[src/rtl/branch_event_queue.sv]
// branch_event_queue: FIFO of resolved branch events (PC, outcome) feeding
// the global predictor. First-word-fall-through head, registered-only
// outputs, occupancy level and a free-running delivered-event counter.
module branch_event_queue #(
    parameter int DEPTH = 8,
    parameter int PC_W  = 8,
    parameter int LVL_W = $clog2(DEPTH + 1)
) (
    input  logic             clk,
    input  logic             reset_n,
    input  logic             flush,
    input  logic             in_valid,
    input  logic [PC_W-1:0]  in_pc,
    input  logic             in_taken,
    output logic             in_ready,
    output logic             out_valid,
    output logic [PC_W-1:0]  out_pc,
    output logic             out_taken,
    input  logic             out_ready,
    output logic [LVL_W-1:0] level,
    output logic [31:0]      event_count
);

    localparam int PTR_W = $clog2(DEPTH);

    logic [PTR_W-1:0] head_q, head_d;
    logic [PTR_W-1:0] tail_q, tail_d;
    logic [LVL_W-1:0] level_q, level_d;
    logic [31:0]      count_q, count_d;
    logic [PC_W:0]    mem_q [DEPTH];
    logic [PC_W:0]    mem_d [DEPTH];
    logic             push;
    logic             pop;

    // Handshakes; a flush discards any transfer in the same cycle
    always_comb begin
        push = in_valid && in_ready && !flush;
        pop  = out_valid && out_ready && !flush;
    end

    // Outputs come from registered state only
    always_comb begin
        in_ready    = (level_q != LVL_W'(DEPTH));
        out_valid   = (level_q != '0);
        out_pc      = mem_q[head_q][PC_W-1:0];
        out_taken   = mem_q[head_q][PC_W];
        level       = level_q;
        event_count = count_q;
    end

    // Pointer, occupancy and delivered-count next state
    always_comb begin
        head_d  = head_q;
        tail_d  = tail_q;
        level_d = level_q;
        count_d = count_q;
        if (flush) begin
            head_d  = '0;
            tail_d  = '0;
            level_d = '0;
        end else begin
            if (push) begin
                tail_d = tail_q + PTR_W'(1);
            end
            if (pop) begin
                head_d  = head_q + PTR_W'(1);
                count_d = count_q + 32'd1;
            end
            case ({push, pop})
                2'b10:   level_d = level_q + LVL_W'(1);
                2'b01:   level_d = level_q - LVL_W'(1);
                default: level_d = level_q;
            endcase
        end
    end

    // Storage next state: only the tail slot changes on a push
    always_comb begin
        for (int i = 0; i < DEPTH; i++) begin
            mem_d[i] = mem_q[i];
            if (push && (tail_q == PTR_W'(i))) begin
                mem_d[i] = {in_taken, in_pc};
            end
        end
    end

    // Control state registers with asynchronous clear
    always_ff @(posedge clk or negedge reset_n) begin
        if (!reset_n) begin
            head_q  <= '0;
            tail_q  <= '0;
            level_q <= '0;
            count_q <= '0;
        end else begin
            head_q  <= head_d;
            tail_q  <= tail_d;
            level_q <= level_d;
            count_q <= count_d;
        end
    end

    // Storage registers, cleared on reset
    always_ff @(posedge clk or negedge reset_n) begin
        if (!reset_n) begin
            for (int i = 0; i < DEPTH; i++) begin
                mem_q[i] <= '0;
            end
        end else begin
            for (int i = 0; i < DEPTH; i++) begin
                mem_q[i] <= mem_d[i];
            end
        end
    end

endmodule

[config.mk]
export PLATFORM = sky130hd
export DESIGN_NAME = branch_event_queue
export DESIGN_NICKNAME = d
export VERILOG_FILES = /design/src/rtl/branch_event_queue.sv
export SDC_FILE = /design/constraint.sdc
export NUM_CORES = 1
export LEC_CHECK = 0
export ABC_AREA = 0
export CORE_AREA = 2 2 114 116
export CTS_CLUSTER_SIZE = 12
export DETAILED_ROUTE_END_ITERATION = 16
export DIE_AREA = 0 0 116 118
export GPL_ROUTABILITY_DRIVEN = 0
export GPL_TIMING_DRIVEN = 0
export PLACE_DENSITY = 0.71
export REMOVE_ABC_BUFFERS = 1
export SLEW_MARGIN = 20
export SYNTH_ARGS = -nofsm -noshare
export SYNTH_HDL_FRONTEND = slang
export SYNTH_SLANG_ARGS = --single-unit
[constraint.sdc]
create_clock -name clk -period 8.6 [get_ports clk]
set_input_delay 0.86 -clock clk [delete_from_list [all_inputs] [get_ports clk]]
set_output_delay 0.86 -clock clk [all_outputs]
set_load 0.02 [all_outputs]
# Yosys cells after proc, flatten, opt, wreduce, memory -nomap -nowiden
# Index checks and enable logic that the tools add are counted.
# word_totals
output_inout_bits	47
in_bits	14
reg_bits	114
# classes
n_eq_ne	10
magnitude_cmp	1
n_addsub	5
reduce_logical	19
bitwise_logic	2
n_mux	9
# ops
cell	count
adder 32 x 1 -> 32 bit, second input constant	1
binary-select mux 9 bit (select 3 bit)	1
2-to-1 mux 9 bit	2
== test 3 bit, second input constant	4
logical AND 1 bit	12
2-to-1 mux 3 bit	4
case mux 4 bit (2 select lines)	1
adder 3 x 1 -> 3 bit, second input constant	2
== test 3 x 2 -> 1 bit, second input constant	2
adder 4 x 1 -> 4 bit, second input constant	1
greater-or-equal comparator 4 bit, second input constant	1
2-to-1 mux 4 bit	1
!= test 4 bit, second input constant	1
inverter 3 -> 4 bit	1
nonzero test 2 bit	2
nonzero test 4 bit	1
subtractor 4 x 1 -> 4 bit, second input constant	1
== test 3 x 1 -> 1 bit, second input constant	1
logical NOT 3 bit	1
nonzero test 3 bit	1
== test 2 x 1 -> 1 bit, second input constant	1
== test 2 bit, second input constant	1
AND reduction 2 bit	1
logical NOT 1 bit	1
inverter 1 bit	1

# Logic depth before layout (Yosys ltp)
# logic_depth
ltp_word	6
depth_mapped	9
mapped_depth_nobuf	8

# Worst setup path after synthesis
# OpenSTA, ideal clock, no wires.
# synth_timing
kind	flip-flop to flip-flop
from	register level_q[1], in the netlist level[1]
to	register level_q[3], in the netlist level[3]
path_slack_ps	5522
setup_ps	125
period_less_slack_ps	3078
n_path_buf	1
t_required_ps	8475
arrival_ps	2953
path_stages_with_launch	10
path_cell_list	dfrtp_1 -> or4b_4 -> and2_1 -> clkbuf_1 -> nor3_1 -> ha_1 -> a21o_1 -> a21oi_1 -> mux2i_1 -> mux2_2
# synth_between
elab_chain_len	6
word_cells_on_any_way	13
classes_between	add/sub (2); eq/ne (3); mux (2); reduce/logical (6)
# synth_rtl
element	line_no	rtl
from (decl)	28	logic [LVL_W-1:0] level_q, level_d;
from (signal assigned)	97	level_q <= level_d;
!= test 4 bit *	43	in_ready = (level_q != LVL_W'(DEPTH));
named net in_ready	15	output logic in_ready,
logical AND 1 bit * (2 in a row)	37	push = in_valid && in_ready && !flush;
== test 2 x 1 -> 1 bit or == test 2 bit (tied branches)	69	case ({push, pop})
case mux 4 bit (2 select lines)	69	
2-to-1 mux 4 bit	57	if (flush) begin
# The timed path passes the listed nets; every way through them passes the cells marked *.
# A chain may end at the register's enable or synchronous reset.

# Final worst setup path
# layout_timing
from	register head_q[0]
to	output port out_pc[7]
# layout_between
elab_chain_len	4
# layout_rtl
element	line_no	rtl
from (decl)	26	logic [PTR_W-1:0] head_q, head_d;
from (signal assigned)	90	head_q <= '0;
from (signal assigned)	95	head_q <= head_d;
inverter 3 -> 4 bit (not written as such)	45	out_pc = mem_q[head_q][PC_W-1:0];
binary-select mux 9 bit (select 3 bit)	45	
2-to-1 mux 9 bit (2 in a row)	-	
to (decl)	17	output logic [PC_W-1:0] out_pc,
# No other way between the ends. The select of a mux whose other input is x is not followed.

==> key figures <==
Die
  – IO Pins: 61
  – DIE AREA: 13700 um^2
  – Row cnt: 41
  – Area of the core: 12400 um^2
  – Die width: 116 um
  – Die H: 118 um
  – Starting Density: 44.3%

Global route
  – First-pass GRT wire length: 18500 um
  – Met3 usage: 5.72%
  – Initial antenna violation count: 0
  – Grt ovf: 0
  – Global-route track usage on met1: 22.7%
  – GR Util All Layers: 17.5%
  – Most used routing layer in global routing: met2
  – Vias in the first global route: about 3.6k
  – Met2 Track Usage GR: 28.4%
  – Pin count of the biggest net entering global routing: 69

CTS
  – Reg clk slew, reported paths: around 0.05 ns
  – CTS hold repair buffers: 0
  – CTS resizes: 0
  – Max clock buf depth: 2
  – H-Tree Depth: 4
  – Root Driver: clkbuf_16
  – Total CTS buffers: 17
  – Setup Fix Bufs, Post-CTS: 0
  – Latest clock arrival within the worst-skew pair: 0.40 ns
  – Clock sinks: roughly 110
  – CTS tree: yes

Timing
  – Final Hold Fails: 0
  – Final setup fails: 0
  – Fin crit share: a little over 40%
  – Fin Clk Skew: around 0.0070 ns
  – Post-route minimum period: 3.51 ns
  – Achievable Freq: about 280 MHz
  – Worst Setup Slack, final: 5.09 ns
  – Actual slew at the worst max-slew pin: ~0.96 ns
  – Setup TNS: 0 ns
  – Final Max Slew Viols: 0
  – Slew HR: between 30% and 40%
  – RSZ-0062 raised after global routing: no

Yosys
  – Warnings, synthesis: 0
  – Synthesized area: 5500 um^2
  – Synthesized flop and latch total: about 110
  – Gate Count Post-Synth: 387
  – Largest cells by area after synthesis: dfrtp_1 (52%), mux2_2 (11%), mux2_4 (7.4%)
  – Post-synth top area share: 51.9%
  – Post-synth top area cell: dfrtp_1
  – Synth Flop Type: dfrtp_1
  – Mean Syn Cell Area: around 14 um^2
  – Post-synthesis sequential area ratio: 51.9%
  – Synth unique cells: 42
  – EDFF count, synth: 0
  – Asr flop ratio synth: 100%

Final layout
  – Final Core Density: about 55%
  – Finished layout cell area: between 6000 and 7000 um^2
  – Layout cells sized above 1: 31.0%
  – Final nets: 477
  – Synth-to-layout area growth: 23.6%
  – # diodes: 0
  – Register area: roughly 2900 um^2
  – Multi-input logic area: 2520 um^2
  – Fill cells: 1052

Outcome
  – Status: finished, final reports clean

Power and ir drop
  – LEAKAGE: 2.99 nW
  – Worst VDD drop: 0.153 mV
  – Power Density: 309 nW/um^2

Drt
  – Final wirelength: 10900 um
  – Via count: between 3k and 4k
  – Post-route ant nets: 0
  – Vias/cell: 5.24
  – DRT iter0 DRCs: 150
  – DR DRC count: 0
  – Detailed Routing Iterations Pass 1: 6
  – Wire per inst: 17.2 um

Placement
  – Detailed placement HPWL: between 7000 and 8000 um
  – Port-buffer cells: 60
  – Place WS: between 5 and 6 ns
  – Total cell area at the placement stage: 6250 um^2

Worst setup path
  – CP Launch Type: flop
  – Worst Path Arrival: 2.65 ns
  – Maximum fanout count along the critical path: 20
  – Worst Path Required: approximately 7.7 ns
  – CP endpoint kind: output pin
  – CP Class: flop to output pin

Job
  – Max_cap viols: 0

Hold path
  – Worst hold path type: primary input to async pin
-- metrics by stage --
step | hold WS (ns) | std cells | total power [mW]
after global placement | 0.461 | 604 | 1.44
after CTS | 0.392 | 636 | 2.12
after floorplan | 0.474 | 372 | 1.25
final | 0.384 | 636 | 2.10
after detailed placement | 0.461 | 605 | 1.47
after global routing | 0.413 | 636 | 2.21
-- area by class of cell --
class	instances	share of cell area, %
clock buffer	26	7.64
clock inverter	5	0.368
inverter	9	0.497
multi-input combinational	249	37.0
sequential	114	42.0
tap	172	3.17
timing repair buffer	61	9.27
-- cell families (layout without fill, tap and decap cells) --
group / count (synthesis) / count (layout) / synth area share (%)
AOI/OAI and AO/OA: 11 / 11 / 1.50
buffers and inverters: 24 / 101 / 2.30
xor gates and xnor gates: 35 / 35 / 5.58
adders and majority gates: 11 / 11 / 2.64
and+or+nand+nor: 89 / 89 / 9.47
muxes: 103 / 103 / 26.6
DFF: 114 / 114 / 51.9
-- placed cells by master, fill, tap and decap left out, types with 2 or more instances in the layout --
cell             instances
nand4_1                 10
ha_1                    10
nor2_1                  11
mux2i_1                  2
inv_1                    9
xnor2_1                 23
nand3_1                 11
or4_1                    4
nor4_2                   2
mux2_4                  27
dfrtp_1                113
clkinv_2                 5
nand3_2                  3
nand2_1                 15
and3_4                   3
clkbuf_1                 3
clkbuf_16               17
mux2_2                  56
clkdlybuf4s50_1         59
a21oi_1                  4
nand2_2                  2
xor2_1                  12
clkbuf_8                 6
o21a_1                   2
nor3_1                  17
mux4_2                  18
-- state kept, by name, indices dropped and copies added, names as in the netlist --
name         cells
head_q           3
tail_q           3
event_count     32
mem_q           72
level            4
-- path summary, 6_finish.rpt --
path | endpoint | from | slack, ns | cells after the start
max | out_pc[7] | head_q[0]$_DFFE_PN0P_ | 5.09 | 3
min in group clk | event_count[31]$_DFFE_PN0P_ | event_count[31]$_DFFE_PN0P_ | 0.47 | 1
max reg2reg | level[3]$_DFFE_PN0P_ | level[0]$_DFFE_PN0P_ | 5.58 | 8
min | mem_q[30]$_DFFE_PN0P_ | reset_n | 0.38 | 1
max in group asynchronous | mem_q[69]$_DFFE_PN0P_ | reset_n | 7.54 | 2
min reg2reg | event_count[31]$_DFFE_PN0P_ | event_count[31]$_DFFE_PN0P_ | 0.47 | 1
-- synthesized netlist by cell type (all sizes together), types with 2 or more instances --
| cell type | instances |
|---|---|
| nor3 | 17 |
| mux2 | 83 |
| ha | 10 |
| nand4 | 10 |
| nand2 | 17 |
| inv | 9 |
| buf | 10 |
| xnor2 | 23 |
| and3 | 4 |
| clkbuf | 5 |
| nor2 | 11 |
| mux4 | 18 |
| o21a | 2 |
| xor2 | 12 |
| dfrtp | 114 |
| mux2i | 2 |
| or4 | 4 |
| nor4 | 3 |
| a21oi | 4 |
| nand3 | 14 |
-- per-layer routing --
| layer | share of wire [%] | wire [um] |
|---|---|---|
| met5 | 0 | 0 |
| met4 | 1.2 | 133 |
| met3 | 4.4 | 486 |
| met2 | 49 | 5410 |
| met1 | 45 | 4910 |
-- power by group --
part | switching [mW] | internal, mW
Clock | 0.225 | 0.409
Sequential | 0.132 | 0.686
Combinational | 0.237 | 0.407
Total | 0.593 | 1.50
-- critical path, cell delays in order (launching register included) --
cell and delay [ns]:
dfrtp_2 0.81, mux4_2 0.59, mux2_2 0.29, clkdlybuf4s50_1 0.55
(Power assumes the default switching activity.)
